**config.mk**
```make
export PLATFORM = sky130hd
export DESIGN_NAME = ucomb_ctrl
export DESIGN_NICKNAME = d
export VERILOG_FILES = /design/src/rtl/ucomb_ctrl_pkg.sv /design/src/rtl/ucomb_ctrl.sv
export SDC_FILE = /design/constraint.sdc
export NUM_CORES = 1
export LEC_CHECK = 0
export ABC_AREA = 1
export CAP_MARGIN = 40
export CORE_MARGIN = 8
export CORE_UTILIZATION = 50
export CTS_CLUSTER_DIAMETER = 120
export DETAILED_ROUTE_END_ITERATION = 10
export DONT_BUFFER_PORTS = 1
export GPL_ROUTABILITY_DRIVEN = 0
export GPL_TIMING_DRIVEN = 0
export HOLD_SLACK_MARGIN = 0.12
export PLACE_DENSITY = 0.76
export SLEW_MARGIN = 10
export SYNTH_ARGS = -nofsm -noshare
export SYNTH_HDL_FRONTEND = slang
export SYNTH_SLANG_ARGS = --single-unit
```
**constraint.sdc**
```tcl
create_clock -name wb_clk_i -period 2.46 [get_ports wb_clk_i]
set_clock_uncertainty 0.2 [all_clocks]
set_input_delay 0.492 -clock wb_clk_i [delete_from_list [all_inputs] [get_ports wb_clk_i]]
set_output_delay 0.492 -clock wb_clk_i [all_outputs]
set_load 0.1 [all_outputs]
```
**src/rtl/ucomb_ctrl_pkg.sv**
```systemverilog
// Shared constants and types for the ucomb frame controller: frame/result
// field layout and the controller state encoding.
package ucomb_ctrl_pkg;

    localparam int unsigned FRAME_W = 27;
    localparam int unsigned RES_W   = 6;

    // Frame fields, LSB of the serial stream lands in bit 0
    localparam int unsigned U21_IN_OFF  = 0;
    localparam int unsigned U21_IN_W    = 4;
    localparam int unsigned U31_IN_OFF  = 4;
    localparam int unsigned U31_IN_W    = 6;
    localparam int unsigned U41_IN_OFF  = 10;
    localparam int unsigned U41_IN_W    = 10;
    localparam int unsigned U22_IN_OFF  = 20;
    localparam int unsigned U22_IN_W    = 6;
    localparam int unsigned U22_SEL_OFF = 26;

    localparam int unsigned U21_OUT_OFF = 0;
    localparam int unsigned U31_OUT_OFF = 1;
    localparam int unsigned U41_OUT_OFF = 2;
    localparam int unsigned U22_OUT_OFF = 3;
    localparam int unsigned U22_OUT_W   = 2;
    localparam int unsigned MUX_OUT_OFF = 5;

    typedef enum logic [1:0] {
        LOAD   = 2'd0,
        SETTLE = 2'd1,
        SHIFT  = 2'd2
    } state_e;

endpackage

```
**src/rtl/ucomb_ctrl.sv**
```systemverilog
// Serial-in / serial-out wrapper around a combinational ucomb block: shifts a
// frame in, applies it atomically, waits for settling, then shifts the result out.
module ucomb_ctrl
    import ucomb_ctrl_pkg::*;
#(
    parameter int unsigned SETTLE_CYCLES = 2
) (
    input  logic       wb_clk_i,
    input  logic       wb_rst_i,
    input  logic       din,
    input  logic       din_valid,
    output logic       din_ready,
    output logic [3:0] u21_in,
    output logic [5:0] u31_in,
    output logic [9:0] u41_in,
    output logic [5:0] u22_in,
    output logic       u22_sel,
    input  logic       u21_out,
    input  logic       u31_out,
    input  logic       u41_out,
    input  logic [1:0] u22_out,
    input  logic       mux_out,
    output logic       dout,
    output logic       dout_valid,
    input  logic       dout_ready,
    output logic       busy
);

    state_e               state_q, state_d;
    logic [4:0]           bit_cnt_q, bit_cnt_d;
    logic [3:0]           settle_cnt_q, settle_cnt_d;
    logic [2:0]           out_cnt_q, out_cnt_d;
    logic [FRAME_W-1:0]   shadow_q, shadow_d;
    logic [FRAME_W-1:0]   applied_q, applied_d;
    logic [RES_W-1:0]     result_q, result_d;
    logic [RES_W-1:0]     ucomb_res;

    always_comb begin
        ucomb_res                                   = '0;
        ucomb_res[U21_OUT_OFF]                      = u21_out;
        ucomb_res[U31_OUT_OFF]                      = u31_out;
        ucomb_res[U41_OUT_OFF]                      = u41_out;
        ucomb_res[U22_OUT_OFF +: U22_OUT_W]         = u22_out;
        ucomb_res[MUX_OUT_OFF]                      = mux_out;
    end

    always_ff @(posedge wb_clk_i) begin
        if (wb_rst_i) begin
            state_q      <= LOAD;
            bit_cnt_q    <= '0;
            settle_cnt_q <= '0;
            out_cnt_q    <= '0;
            shadow_q     <= '0;
            applied_q    <= '0;
            result_q     <= '0;
        end else begin
            state_q      <= state_d;
            bit_cnt_q    <= bit_cnt_d;
            settle_cnt_q <= settle_cnt_d;
            out_cnt_q    <= out_cnt_d;
            shadow_q     <= shadow_d;
            applied_q    <= applied_d;
            result_q     <= result_d;
        end
    end

    always_comb begin
        state_d      = state_q;
        bit_cnt_d    = bit_cnt_q;
        settle_cnt_d = settle_cnt_q;
        out_cnt_d    = out_cnt_q;
        shadow_d     = shadow_q;
        applied_d    = applied_q;
        result_d     = result_q;
        din_ready    = 1'b0;
        dout_valid   = 1'b0;
        dout         = 1'b0;
        unique case (state_q)
            LOAD: begin
                din_ready = 1'b1;
                if (din_valid) begin
                    shadow_d = {din, shadow_q[FRAME_W-1:1]};
                    if (bit_cnt_q == 5'(FRAME_W - 1)) begin
                        applied_d    = shadow_d;
                        bit_cnt_d    = '0;
                        settle_cnt_d = '0;
                        state_d      = SETTLE;
                    end else begin
                        bit_cnt_d = bit_cnt_q + 5'd1;
                    end
                end
            end
            SETTLE: begin
                // First SETTLE cycle is the one the new frame appears in; sample
                // after SETTLE_CYCLES further cycles of stable inputs.
                if (settle_cnt_q == 4'(SETTLE_CYCLES)) begin
                    result_d     = ucomb_res;
                    settle_cnt_d = '0;
                    state_d      = SHIFT;
                end else begin
                    settle_cnt_d = settle_cnt_q + 4'd1;
                end
            end
            SHIFT: begin
                dout_valid = 1'b1;
                dout       = result_q[0];
                if (dout_ready) begin
                    result_d = result_q >> 1;
                    if (out_cnt_q == 3'(RES_W - 1)) begin
                        out_cnt_d = '0;
                        state_d   = LOAD;
                    end else begin
                        out_cnt_d = out_cnt_q + 3'd1;
                    end
                end
            end
            default: state_d = LOAD;
        endcase
    end

    assign busy    = (state_q != LOAD);
    assign u21_in  = applied_q[U21_IN_OFF +: U21_IN_W];
    assign u31_in  = applied_q[U31_IN_OFF +: U31_IN_W];
    assign u41_in  = applied_q[U41_IN_OFF +: U41_IN_W];
    assign u22_in  = applied_q[U22_IN_OFF +: U22_IN_W];
    assign u22_sel = applied_q[U22_SEL_OFF];

endmodule
```
==> results of run 1 <==
-- cell usage in the layout, fill, tap and decap left out, drive strengths merged --
master and instances:
nor2 103, clkinv 3, nand4 4, inv 29, or2 2, a22oi 1, clkbuf 18, dlygate4sd3 3
ha 4, clkinvlp 2, a21oi 21, xor2 1, o21ai 48, nand3 17, dfxtp 73, a211oi 3
nand2 53, buf 39, nor3 3
-- worst reg2reg max path: stages, from the launching register on --
cell,delay [ns]
dfxtp_1,0.35
nor2_4,0.57
nand2_4,0.18
nor2_4,0.19
inv_2,0.10
buf_2,0.21
nor2_1,0.13
nor2_1,0.07
-- per-layer routing --
| metal | vias up | share of wire [%] | track usage (%) |
|---|---|---|---|
| met5 | - | 0 | 0 |
| met4 | 0 | 0.60 | 4.70 |
| met3 | 5 | 6.4 | 6.23 |
| met2 | 59 | 47 | 25.6 |
| met1 | 1131 | 46 | 18.4 |
| li1 | 1303 | - | - |
-- how the worst max path moves through the flow --
| stage | end | slack (ns) | cells after the start |
|---|---|---|---|
| 2_1_floorplan | busy | 0.29 | 2 |
| 3_3_place_gp | busy | 0.26 | 2 |
| 3_5_place_dp | busy | 0.25 | 2 |
| 4_1_cts | busy | -0.14 | 2 |
| 5_1_grt | busy | -0.16 | 2 |
| 6_report | busy | -0.10 | 2 |
-- registers in the layout, summed over array words and instances, names as in the netlist --
| register | flops |
|---|---|
| state_q | 2 |
| bit_cnt_q | 5 |
| result_q | 6 |
| out_cnt_q | 3 |
| shadow_q | 26 |
| applied_q | 27 |
| settle_cnt_q | 4 |
-- metrics by stage --
stage	cells	total power, mW	area [um^2]	worst slack, ns
2_1_floorplan	381	1.33	2920	0.289
6_report	502	2.12	3670	-0.102
4_1_cts	502	2.15	3670	-0.136
5_1_grt	502	2.23	3670	-0.165
3_5_place_dp	484	1.36	3480	0.252
3_3_place_gp	456	1.35	3010	0.264
-- logic make-up after synthesis --
| kind of cell | count (synthesis) | share of synthesized area (%) |
|---|---|---|
| XOR/XNOR | 1 | 0.301 |
| flip-flops | 73 | 50.2 |
| buffers and inverters | 48 | 7.38 |
| AO/OA/AOI/OAI | 73 | 13.9 |
| adder cells (fa/ha/maj) | 4 | 1.72 |
| AND/OR/NAND/NOR | 182 | 26.5 |
-- what timing repair did --
| item | 4_1_cts | 5_1_grt |
|---|---|---|
| pin swaps | 0 | 0 |
| endpoints found under the setup margin | 1 | 1 |
| hold endpoints to repair | 5 | 0 |
| hold buffers | 3 | 0 |
| buffers inserted | 0 | 0 |
-- final cells by class --
cell class	count	area share, %
Multi-Input combinational cell	260	33.8
Timing Repair Buffer	31	13.6
Sequential cell	73	39.8
Clock inverter	5	0.920
Clock buffer	10	3.48
Tap cell	75	2.56
Inverter	29	2.96
Buffer	19	2.90
-- cell usage after synthesis, types with 2 or more instances --
cell / instances / area, um^2
a211oi_1: 3 / 22.5
a21oi_1: 13 / 65.1
a21oi_2: 8 / 70.1
buf_2: 9 / 45.0
clkbuf_1: 8 / 30.0
dfxtp_1: 73 / 1460
ha_1: 4 / 50.1
inv_1: 26 / 97.6
inv_2: 3 / 11.3
nand2_1: 43 / 161
nand2_2: 9 / 56.3
nand3_1: 17 / 85.1
nand4_1: 4 / 25.0
nor2_1: 99 / 372
nor2_2: 2 / 12.5
nor2_4: 2 / 22.5
nor3_1: 3 / 15.0
o21ai_0: 48 / 240
-- power by group through the flow --
stage | clock [mW] | combinational (mW) | sequential [mW]
floorplan | 0 | 0.0754 | 1.26
global placement | 0 | 0.0922 | 1.26
detailed placement | 0 | 0.0955 | 1.26
CTS | 0.816 | 0.101 | 1.24
global route | 0.868 | 0.118 | 1.24
finish | 0.786 | 0.0997 | 1.24
==> impl_results.md, run 1 <==
* Outcome: complete, but fails checks
* Failing checks: setup timing
* Main flop type after synthesis: dfxtp_1
* Root Buffer Master: clkbuf_8
* Antenna viol nets, final at 0
* Async SR Flop Fraction at 0%
* CP endpoint kind: output port
* Crit Reg-Reg Startpoint: state_q[1]
* # DRC at 0
* Yosys warning total at 0
* Initial Util at approximately half
* Reg2reg setup slack at around 0.36 ns
* Site Rows at 28
* H-Tree Depth at 3
* Register Area at 1460 um^2
* Critical Path Start Type: flop
* DR vias/cell at around 5
* Maximum clock rate at approximately 390 MHz
* Final hold slack at ~0.15 ns
* Area Growth Syn to Fin at 26.0%
* Final global-route overflow total at 0
* Largest net degree at the start of global routing at 13
* Clock Power Share at 37.0%
* Post-DP HPWL at approximately 4500 um
* CP Max Fanout at 4
* Layout cell share with drive strength beyond 1 at between 10% and 20%
* Vias in the first global route at 2414
* Internal power at roughly 1.6 mW
* Yosys cell types at 25
* Post-synth EDFFs at 0
* RSZ-0062 raised after global routing: true
* Power share of the combinational group at roughly 4.7%
* Fin crit period at about 2.6 ns
* Measured slew at the worst slew-check pin at between 0.8 and 0.9 ns
* TritonCTS Sinks at between 70 and 80
* WHS Path Cells at 2
* FILL cells at 469
* Area of the multi-input gates at ~1200 um^2
* Post-synthesis cell area at 2910 um^2
* Total GRT Usage at around 16%
* Leak at around 1.6 nW
* Sequential fraction of the synthesis area at approximately half
* Final worst-path cycle share at 104%
* R2R depth at 7
* Mapped Nets at roughly 400
* Class of the worst hold path: in -> reg
* Final hold violations at 0
* Clk_lat worst skew at 0.34 ns
* Initial antenna violation count at 0
* Reg-to-Reg End: applied_q[19]
* Worst Hold End: shadow_q[26]
* CTS Buf Count at 9
* Clock tree buffer depth at 2
* Peak supply drop at 0.383 mV
* CP max stage delay at 0.61 ns
* DR vias at 2498
* CP top delay family: buffers and inverters
* Sequential power share at between 50 and 60%
* Switching Fraction at between 20% and 30%
* Max-slew violation count at 0
* Resized cells post-CTS at 0
* Clk pin slew, worst setup/hold paths at around 0.080 ns
* CP Launch Point: state_q[1]
* Synth Register Bits at 73
* Sw power at about 0.52 mW
* Die X at around 92 um
* Max Cap Viol at 0
* # port buffers at 0
* Hold_sp: din
* Fin worst setup slack at -0.102 ns
* Max stage delay cell, worst path: inv_1
* Synthesized netlist cell count at between 300 and 400
* Area of the die at ~8500 um^2
* DRT Pass-1 Iters at 4
* PwrDens at slightly below 600 nW/um^2
* Setup Crit Path Kind: reg -> out
* WP data arrival at between 1.5 and 2 ns
* CTS tree: done
* Diodes inserted at 0
* WP data required at about 1.8 ns
* DR WL/cell at ~12 um
* Drt total wl at 6150 um
* Final core utilization at 63.5%
* Crit-path cells: nor2_4 -> inv_1
* First DRT Iteration DRCs at between 150 and 200
* CP bufs+invs at 1
* Setup TNS at -0.102 ns
* Fin nets at ~440
* CORE AREA at 5780 um^2
* Height of the die at roughly 92 um
* Mapped Avg Cell Area at between 7 and 8 um^2
* Final setup vio count at 1
* Slew headroom at around two fifths
* First-pass GRT wire length at roughly 11000 um
* Boundary Pins at 42
Note: power is estimated with default switching activity, not from simulation.
==> inputs of run 2 (changes only) <==
Settings changed: CORE_ASPECT_RATIO set to 0.7.
Clock period 2.46 ns to 2.6 ns, I/O delays scaled along.
==> impl_results.md, run 2 (synthesis gave the netlist of run 1 again) <==
* Outcome: complete, but fails checks
* Failing checks: setup timing
* DRT Pass-1 Iters at 4 (unchanged)
* First DRT Iteration DRCs at 155 (-7.7%)
* CP Max Fanout at 4 (unchanged)
* Diodes inserted at 0 (unchanged)
* Area of the die at 8570 um^2 (+0.46%)
* R2R depth at 7 (unchanged)
* TritonCTS Sinks at 73 (unchanged)
* PwrDens at 591 nW/um^2 (+2.2%)
* Area of the multi-input gates at 1240 um^2 (unchanged)
* Max-slew violation count at 0 (unchanged)
* Drt total wl at 6720 um (+9.3%)
* DR WL/cell at 13.4 um (+9.3%)
* Area Growth Syn to Fin at 28.5%
* Peak supply drop at 0.462 mV (+21%)
* # DRC at 0 (unchanged)
* CORE AREA at 5670 um^2 (-1.9%)
* WP data arrival at 1.90 ns (+0.03 ns)
* DR vias at 2509 (+0.44%)
* Clock tree buffer depth at 2 (unchanged)
* Setup TNS at -0.0190 ns (+0.0827 ns)
* Final worst-path cycle share at 101%
* CP top delay family: buffers and inverters
* Leak at 1.61 nW (+2.1%)
* Boundary Pins at 42 (unchanged)
* Final global-route overflow total at 0 (unchanged)
* Non-Filler Instances at 502 (unchanged)
* First-pass GRT wire length at 11000 um (+0.57%)
* Vias in the first global route at 2403 (-0.46%)
* Total GRT Usage at 16.1% (+0.41 points)
* Final setup vio count at 1 (unchanged)
* Final hold slack at 0.174 ns (+0.0265 ns)
* Class of the worst hold path: in -> reg
* CTS Buf Count at 9 (unchanged)
* CP bufs+invs at 1 (unchanged)
* Initial Util at 51.4% (+0.99 points)
* Register Area at 1460 um^2 (unchanged)
* Post-DP HPWL at 4660 um (+4.5%)
* Initial antenna violation count at 0 (unchanged)
* CP max stage delay at 0.61 ns (about the same)
* Final hold violations at 0 (unchanged)
* Fin crit period at ~2.6 ns
* Max FFs per register at 27 (unchanged)
* Top flop regs: applied_q: 27 flops, shadow_q: 26 flops, result_q: 6 flops
* Fin nets at 438 (unchanged)
* Layout cell share with drive strength beyond 1 at 18.7% (unchanged)
* Clk_lat worst skew at 0.35 ns (about the same)
* CTS tree: done
* Pre-CTS setup slack at 0.348 ns (+0.0967 ns)
* Root Buffer Master: clkbuf_8
* Most common cell after layout, fill and taps aside: nor2_1
* WHS Path Cells at 2 (unchanged)
* Max stage delay cell, worst path: inv_1
* FILL cells at 448 (-4.5%)
* Most frequent cells in the layout: 98 x nor2_1, 73 x dfxtp_1, 48 x o21ai_0
* Maximum clock rate at 382 MHz
* Placed cell count at 484 (unchanged)
* Crit-path cells: nor2_4 -> inv_1
* Measured slew at the worst slew-check pin at 0.879 ns (-0.00865 ns)
* Fin worst setup slack at -0.0190 ns (+0.0827 ns)
* # port buffers at 0 (unchanged)
* Critical Path Start Type: flop
* WP depth at 2 (unchanged)
* Most flops, register: applied_q
* Clk pin slew, worst setup/hold paths at 0.07 ns (about the same)
* Antenna viol nets, final at 0 (unchanged)
* Max Cap Viol at 0 (unchanged)
* CP endpoint kind: output port
* DR vias/cell at 5.00 (+0.44%)
* Setup Crit Path Kind: reg -> out
* Slew headroom at 41.4% (+0.58 points)
* Site Rows at 23 (-18%)
* RSZ-0062 raised after global routing: true
* Die X at 107 um (+16%)
* Height of the die at 79.9 um (-14%)
* H-Tree Depth at 3 (unchanged)
* Largest net degree at the start of global routing at 13 (unchanged)
* WP data required at 1.88 ns (+0.11 ns)
==> run 2: changes by cell type in the layout (fill, tap and decap cells not counted), sizes merged <==
cell and delta:
clkinvlp -1, bufinv +2, clkinv -1
==> run 2: final timing paths <==
kind	startpoint	slack [ns]	to
setup / recovery	state_q[1]	-0.02	busy
hold / removal	din	0.17	shadow_q[26]
setup reg to reg	state_q[1]	0.50	applied_q[9]
hold reg to reg	shadow_q[26]	0.27	shadow_q[26]
==> run 2: routing by layer <==
layer,share of wire (%),vias up,GRT usage [%]
li1,-,1297,-
met1,45,1135,18.4
met2,47,59,26.3
met3,6.2,18,5.48
met4,2.1,0,7.83
met5,0,-,0
==> run 2: final cells by class <==
class | instances | area share, %
Multi-Input combinational cell | 260 | 33.1
Inverter | 29 | 2.91
Timing Repair Buffer | 31 | 14.0
Clock inverter | 5 | 2.17
Clock buffer | 10 | 3.41
Buffer | 19 | 2.84
Tap cell | 75 | 2.51
Sequential cell | 73 | 39.0
==> run 2: repair_timing <==
item,in CTS,in global routing
endpoints found under the hold margin,5,0
setup endpoints to repair,1,1
buffers inserted,0,0
hold buffers,3,0
resized for setup,0,0
==> run 2: power breakdown <==
group	leakage, nW	switching [mW]	internal (mW)
logic	0.913	0.0631	0.0332
clock network	0.102	0.410	0.535
registers	0.594	0.0230	1.15
total	1.61	0.496	1.72
==> run 2: per-stage QoR <==
step	area, um^2	utilization (%)	power [mW]
floorplan	2920	-	1.26
detailed placement	3510	61.8	1.29
global route	3740	66.1	2.29
global placement	3010	53.1	1.28
CTS	3740	66.1	2.22
finish	3740	66.1	2.21
